File: src/rtl/pep_ks_common_param_pkg.sv
// Shared key-switch parameters and the types used by the command scheduler.
//   KS_CMD_W      : width of one key-switch command word
//   sched_error_t : error pulse vector, bit 0 credit_ovf, bit 1 done_udf,
//                   bit 2 flush_push
//   sched_state_e : scheduler run / flush state
package pep_ks_common_param_pkg;

    localparam int KS_CMD_W = 8;

    // Packed MSB-first so that the [0] bit of the vector is credit_ovf.
    typedef struct packed {
        logic flush_push;
        logic done_udf;
        logic credit_ovf;
    } sched_error_t;

    typedef enum logic {
        ST_RUN   = 1'b0,
        ST_FLUSH = 1'b1
    } sched_state_e;

endpackage

File: src/rtl/pep_ks_cmd_fifo.sv
// Registered command FIFO for the key-switch scheduler.
//   clk, s_rst : clock, synchronous active-high reset (pointers only)
//   clear      : drop all entries this cycle (wins over push/pop)
//   push       : write push_data (caller guarantees !full)
//   pop        : advance the read pointer (caller guarantees !empty)
//   head       : oldest entry, valid when !empty
//   full/empty : occupancy flags
module pep_ks_cmd_fifo
    import pep_ks_common_param_pkg::*;
#(
    parameter int DEPTH = 4,
    parameter int WIDTH = KS_CMD_W
) (
    input  logic             clk,
    input  logic             s_rst,
    input  logic             clear,
    input  logic             push,
    input  logic [WIDTH-1:0] push_data,
    input  logic             pop,
    output logic [WIDTH-1:0] head,
    output logic             full,
    output logic             empty
);

    localparam int PTR_W = $clog2(DEPTH);

    // One extra pointer bit distinguishes full from empty when indices match.
    logic [PTR_W:0]   wr_ptr;
    logic [PTR_W:0]   rd_ptr;
    logic [WIDTH-1:0] mem [DEPTH];

    assign empty = (wr_ptr == rd_ptr);
    assign full  = (wr_ptr[PTR_W] != rd_ptr[PTR_W]) &&
                   (wr_ptr[PTR_W-1:0] == rd_ptr[PTR_W-1:0]);
    assign head  = mem[rd_ptr[PTR_W-1:0]];

    always_ff @(posedge clk) begin
        if (s_rst || clear) begin
            wr_ptr <= '0;
            rd_ptr <= '0;
        end else begin
            if (push) wr_ptr <= wr_ptr + 1'b1;
            if (pop)  rd_ptr <= rd_ptr + 1'b1;
        end
    end

    always_ff @(posedge clk) begin
        if (push) mem[wr_ptr[PTR_W-1:0]] <= push_data;
    end

endmodule

File: src/rtl/pep_ks_cmd_sched.sv
// Command scheduler between the PBS sequencer and the key-switch datapath.
// Buffers sequencer commands, turns key-switch enquiry pulses into issue
// credits, issues one command per credit as a 1-cycle avail pulse, caps the
// number of outstanding commands and supports a cache-reset flush.
//   clk, s_rst          : clock, synchronous active-high reset
//   seq_cmd/_vld/_rdy   : command input handshake from the sequencer
//   ks_seq_cmd_enquiry  : key switch can take one more command (+1 credit)
//   seq_ks_cmd/_avail   : issued command and its 1-cycle valid pulse
//   ks_cmd_done         : one issued command has been fully processed
//   reset_cache         : request a flush
//   inflight_cnt        : issued-but-not-done command count
//   sched_error         : [0] credit overflow, [1] done underflow,
//                         [2] push attempted during flush (1-cycle pulses)
module pep_ks_cmd_sched
    import pep_ks_common_param_pkg::*;
#(
    parameter int CMD_FIFO_DEPTH = 4,
    parameter int MAX_INFLIGHT   = 2,
    parameter int CREDIT_W       = 4
) (
    input  logic                              clk,
    input  logic                              s_rst,
    input  logic [KS_CMD_W-1:0]               seq_cmd,
    input  logic                              seq_cmd_vld,
    output logic                              seq_cmd_rdy,
    input  logic                              ks_seq_cmd_enquiry,
    output logic [KS_CMD_W-1:0]               seq_ks_cmd,
    output logic                              seq_ks_cmd_avail,
    input  logic                              ks_cmd_done,
    input  logic                              reset_cache,
    output logic [$clog2(MAX_INFLIGHT+1)-1:0] inflight_cnt,
    output logic [2:0]                        sched_error
);

    localparam int                INFL_W     = $clog2(MAX_INFLIGHT + 1);
    localparam logic [INFL_W-1:0] INFL_MAX   = INFL_W'(MAX_INFLIGHT);
    localparam logic [CREDIT_W-1:0] CREDIT_MAX = '1;

    sched_state_e          state;
    sched_state_e          state_nxt;
    logic [CREDIT_W-1:0]   credit;
    logic [INFL_W-1:0]     inflight;
    sched_error_t          err_nxt;
    sched_error_t          err_q;

    logic                  fifo_full;
    logic                  fifo_empty;
    logic                  fifo_push;
    logic                  fifo_pop;
    logic [KS_CMD_W-1:0]   fifo_head;
    logic [KS_CMD_W-1:0]   issue_cmd;
    logic                  push_acc;
    logic                  flush_req;
    logic                  issue;

    // Handshake and issue decision (stage 0, combinational)
    assign seq_cmd_rdy = (state == ST_RUN) && !fifo_full && !s_rst;
    assign push_acc    = seq_cmd_vld && seq_cmd_rdy;
    assign flush_req   = (state == ST_RUN) && reset_cache;

    // A command pushed into an empty FIFO can issue in the same cycle; it
    // goes straight to the issue register and is never written to the FIFO.
    assign issue = (state == ST_RUN) && !reset_cache &&
                   (!fifo_empty || push_acc) &&
                   (credit != '0) && (inflight < INFL_MAX);
    assign issue_cmd = fifo_empty ? seq_cmd : fifo_head;
    assign fifo_pop  = issue && !fifo_empty;
    assign fifo_push = push_acc && !(issue && fifo_empty);

    pep_ks_cmd_fifo #(
        .DEPTH (CMD_FIFO_DEPTH),
        .WIDTH (KS_CMD_W)
    ) u_fifo (
        .clk       (clk),
        .s_rst     (s_rst),
        .clear     (flush_req),
        .push      (fifo_push),
        .push_data (seq_cmd),
        .pop       (fifo_pop),
        .head      (fifo_head),
        .full      (fifo_full),
        .empty     (fifo_empty)
    );

    always_comb begin
        state_nxt = state;
        case (state)
            ST_RUN:   if (reset_cache)      state_nxt = ST_FLUSH;
            ST_FLUSH: if (inflight == '0)   state_nxt = ST_RUN;
            default:                        state_nxt = ST_RUN;
        endcase
    end

    always_comb begin
        err_nxt            = '0;
        err_nxt.credit_ovf = ks_seq_cmd_enquiry && !issue && (credit == CREDIT_MAX);
        err_nxt.done_udf   = ks_cmd_done && !issue && (inflight == '0);
        err_nxt.flush_push = seq_cmd_vld && (state == ST_FLUSH);
    end

    // Control registers (stage 1)
    always_ff @(posedge clk) begin
        if (s_rst) begin
            state    <= ST_RUN;
            credit   <= '0;
            inflight <= '0;
            err_q    <= '0;
        end else begin
            state <= state_nxt;
            err_q <= err_nxt;

            // Enquiries arriving during the flush are kept as credit.
            if (flush_req)
                credit <= '0;
            else if (ks_seq_cmd_enquiry && !issue && (credit != CREDIT_MAX))
                credit <= credit + 1'b1;
            else if (!ks_seq_cmd_enquiry && issue)
                credit <= credit - 1'b1;

            if (issue && !ks_cmd_done)
                inflight <= inflight + 1'b1;
            else if (ks_cmd_done && !issue && (inflight != '0))
                inflight <= inflight - 1'b1;
        end
    end

    // Issue register (stage 1): command holds its value between pulses
    always_ff @(posedge clk) begin
        if (s_rst) begin
            seq_ks_cmd_avail <= 1'b0;
            seq_ks_cmd       <= '0;
        end else begin
            seq_ks_cmd_avail <= issue;
            if (issue) seq_ks_cmd <= issue_cmd;
        end
    end

    assign inflight_cnt = inflight;
    assign sched_error  = err_q;

endmodule

File: config.mk
export PLATFORM = sky130hd
export DESIGN_NAME = pep_ks_cmd_sched
export DESIGN_NICKNAME = d
export VERILOG_FILES = /design/src/rtl/pep_ks_common_param_pkg.sv /design/src/rtl/pep_ks_cmd_fifo.sv /design/src/rtl/pep_ks_cmd_sched.sv
export SDC_FILE = /design/constraint.sdc
export NUM_CORES = 1
export LEC_CHECK = 0
export ABC_AREA = 1
export CAP_MARGIN = 20
export CORE_AREA = 2 2 83 85
export DETAILED_ROUTE_END_ITERATION = 16
export DIE_AREA = 0 0 85 87
export PLACE_DENSITY = 0.69
export REMOVE_ABC_BUFFERS = 1
export SLEW_MARGIN = 20
export SYNTH_ARGS = -nofsm -noshare
export SYNTH_HDL_FRONTEND = slang
export SYNTH_SLANG_ARGS = --single-unit
File: constraint.sdc
create_clock -name clk -period 2 [get_ports clk]
set_input_delay 0.2 -clock clk [delete_from_list [all_inputs] [get_ports clk]]
set_output_delay 0.2 -clock clk [all_outputs]
set_load 0.01 [all_outputs]
==> flow_summary_export.csv <==
group,metric,value,unit
clock_network,path_clk_slew,0.07,ns
detailed_routing,vias,2056,
floorplanning,die_y,87,um
floorplanning,placementRows,30,
power,leakage,1.42,nW
power,p_int,2.30,mW
sta,drv_slew,0,
setup_path,cp-start-kind,"flip-flop",
clock_network,root_buffer,"clkbuf_8",
hold_path,hold_path.class,"in2reg",
grt,grt_use_met2,0.291,
floorplanning,start_util,0.384,
grt,antenna_found_initial,0,
sta,fmax,505,MHz
logic_synthesis,ys_ff_latch,59,
logic_synthesis,synthesis.area,0.00252,mm^2
logic_synthesis,synth_cell_types,31,
setup_path,r2r_cells,17,
final_layout,layout.cells.non_filler,415,
sta,fin_crit,1.98,ns
setup_path,cp.arrival,2.22,ns
placed_design,dp.cells,385,
logic_synthesis,syn_inst,252,
setup_path,cp.required,2.24,ns
sta,post-route-period-util,0.989,
sta,maxSlewHeadroom,0.610,
power,seqPwrFrac,0.446,
placed_design,dp_slack,-0.365,ns
placed_design,place.gp.congestion,0.788,
grt,first_global_vias,1986,
setup_path,r2r_start,"u_fifo.wr_ptr[0]",
floorplanning,core-area,0.00657,mm^2
setup_path,worst_setup_path_end_kind,"flip-flop",
floorplanning,die_w,85,um
floorplanning,die_area,0.00740,mm^2
setup_path,crit_path_max_fanout,3,
sta,tightest_slew,0.584,ns
grt,top_usage_layer,"met2",
power,netSwitchingFraction,0.227,
detailed_routing,drcViolationCount,0,
power,pwr_density_cell,832,mW/mm^2
logic_synthesis,yosysSeqAreaShare,0.595,
final_layout,nFillCells,551,
detailed_routing,routed_wirelength,5890,um
final_layout,final_layout_size_suffix_gt1_frac,0.293,
placed_design,io_buffers,28,
hold_path,hold_start,"ks_cmd_done",
clock_network,insertion_delay,0.34,ns
sta,finClkSkew,0.00949,ns
logic_synthesis,synthMuxAreaShare,0,
final_layout,mostFrequentLayoutCell,"nand2_1",
power,switching_power,0.676,mW
logic_synthesis,avgSynthCellArea,10.0,um^2
final_layout,area_growth,41.9,%
clock_network,clock_path_buffers,2,
sta,rsz0062_at_grt,"yes",
power,peakVddDrop,0.000673,V
detailed_routing,viasPerCell,4.95,
power,power_frac_comb,0.115,
grt,track_usage,0.167,
clock_network,tritoncts,"built",
grt,grtUsageMet1,0.182,
detailed_routing,wire_per_inst,14.2,um
flow_run,maxCapViolCount,0,
placed_design,dp_hpwl,3800,um
detailed_routing,first_pass_iters,4,
power,pwr-share-clk,0.439,
sta,setup_viol,0,
floorplanning,io_pins,29,
clock_network,cts_made_buffers,9,
sta,fin_ws,0.0214,ns
grt,grt_overflow,0,
outcome,outcome,"finished clean",
setup_path,startpoint,"u_fifo.wr_ptr[0]",
clock_network,cts_hold_buf,0,
hold_path,min_path_cells,3,
logic_synthesis,yosysWarnings,0,
sta,finalHoldViolCount,0,
final_layout,final_cell_mix,"52 x nand2_1, 42 x buf_4, 32 x edfxtp_1",
detailed_routing,ant_nets,0,
logic_synthesis,synth_top_family_by_area,"simple AND/OR/NAND/NOR gates",
grt,use_met3,0.0521,
clock_network,clock_sinks,59,
logic_synthesis,synth_compound_area_frac,0.134,
grt,grt_max_degree,17,
logic_synthesis,yosys.area_share.adder,0.0426,
clock_network,htree_levels,3,
detailed_routing,drt_iter0_drc,109,
final_layout,final_nets,352,
logic_synthesis,synth_xor_area_frac,0.00694,
setup_path,crit_type,"reg2reg",
logic_synthesis,synth-simple-area-share,0.168,
final_layout,diodes,0,
grt,grt_pass1_wl,9220,um
synth_stat cells, drive strengths merged:
cell | count | share of area
a21oi | 30 | 0.061
a31oi | 1 | 0.0025
a32oi | 8 | 0.028
o21bai | 1 | 0.0045
nand2 | 64 | 0.10
nor2 | 20 | 0.039
xnor2 | 1 | 0.0035
nand3b | 1 | 0.0030
ha | 7 | 0.035
nand3 | 7 | 0.019
clkbuf | 3 | 0.0045
o211ai | 1 | 0.0050
nor4 | 1 | 0.0025
xor2 | 1 | 0.0035
a22oi | 8 | 0.024
nor3 | 1 | 0.0020
buf | 4 | 0.0084
o21ai | 5 | 0.0099
edfxtp | 32 | 0.38
dfxtp | 27 | 0.21
inv | 27 | 0.040
fa | 1 | 0.0079
nand4 | 1 | 0.0025
layer usage:
metal	routed length (um)	vias to the layer above
met1	2300	961
met3	324	16
met2	3140	62
met4	126	0
li1	-	1017
met5	0	-
cell families after synthesis:
logic type,after synthesis
XOR/XNOR,2
AO/OA/AOI/OAI,54
AND/OR/NAND/NOR,95
adder cells (fa/ha/maj),8
buffers and inverters,34
flip-flops,59
layout make-up:
class,count,area [um^2],share of cell area
Timing Repair Buffer,74,661,0.184
Tap cell,80,100,0.0279
Multi-Input combinational cell,159,968,0.270
Inverter,27,104,0.0290
Clock inverter,7,115,0.0321
Sequential cell,59,1510,0.422
Clock buffer,9,124,0.0346
registers in the layout, summed over array words and instances (netlist names), named ones only:
| name | cells |
|---|---|
| u_fifo.rd_ptr | 3 |
| sched_error | 3 |
| credit | 4 |
| u_fifo.mem | 32 |
| inflight_cnt | 2 |
| u_fifo.wr_ptr | 3 |
| state | 1 |
| seq_ks_cmd_avail | 1 |
| seq_ks_cmd | 8 |
worst paths after layout:
check                     endpoint  slack [ns]
hold / removal      sched_error[1]        0.47
hold reg to reg   u_fifo.rd_ptr[2]        0.51
setup / recovery         credit[3]        0.02
setup reg to reg         credit[3]        0.02
critical path: stages, from the launching register on:
cell and delay [ns]:
dfxtp_2 0.37, inv_2 0.06, nand2_2 0.07, nand2_2 0.07, nor2_4 0.13, o211ai_2 0.12, nand2_4 0.09, buf_6 0.10
nand3_4 0.08, ha_4 0.25, nand2_2 0.06, nand2_2 0.06, a31oi_4 0.14, inv_1 0.05, nand2_1 0.08, nand3_1 0.07
nand2_1 0.06, nor2_1 0.04
power groups by stage:
stage          sequential (mW)  combinational, mW  clock, mW
2_1_floorplan             1.36              0.137          0
3_3_place_gp              1.36              0.299          0
3_5_place_dp              1.36              0.304          0
4_1_cts                   1.33              0.325       1.33
5_1_grt                   1.33              0.379       1.37
6_report                  1.33              0.343       1.31
stage by stage:
| step | setup TNS [ns] | hold slack, ns | util | instance area, um^2 | total power, mW |
|---|---|---|---|---|---|
| floorplan | -0.0837 | 0.269 | - | 2490 | 1.50 |
| global route | -0.213 | 0.498 | 0.546 | 3580 | 3.08 |
| CTS | -0.0427 | 0.470 | 0.537 | 3530 | 2.98 |
| finish | 0 | 0.473 | 0.546 | 3580 | 2.98 |
| detailed placement | -9.41 | 0.487 | 0.478 | 3140 | 1.66 |
| global placement | -8.72 | 0.462 | 0.478 | 3140 | 1.65 |
repair_timing:
action,4_1_cts,5_1_grt
cloned,0,0
setup endpoints to repair,27,14
pin swaps,10,10
resized for setup,17,15
buffers inserted,14,2
Note: power is estimated with default switching activity, not from simulation.
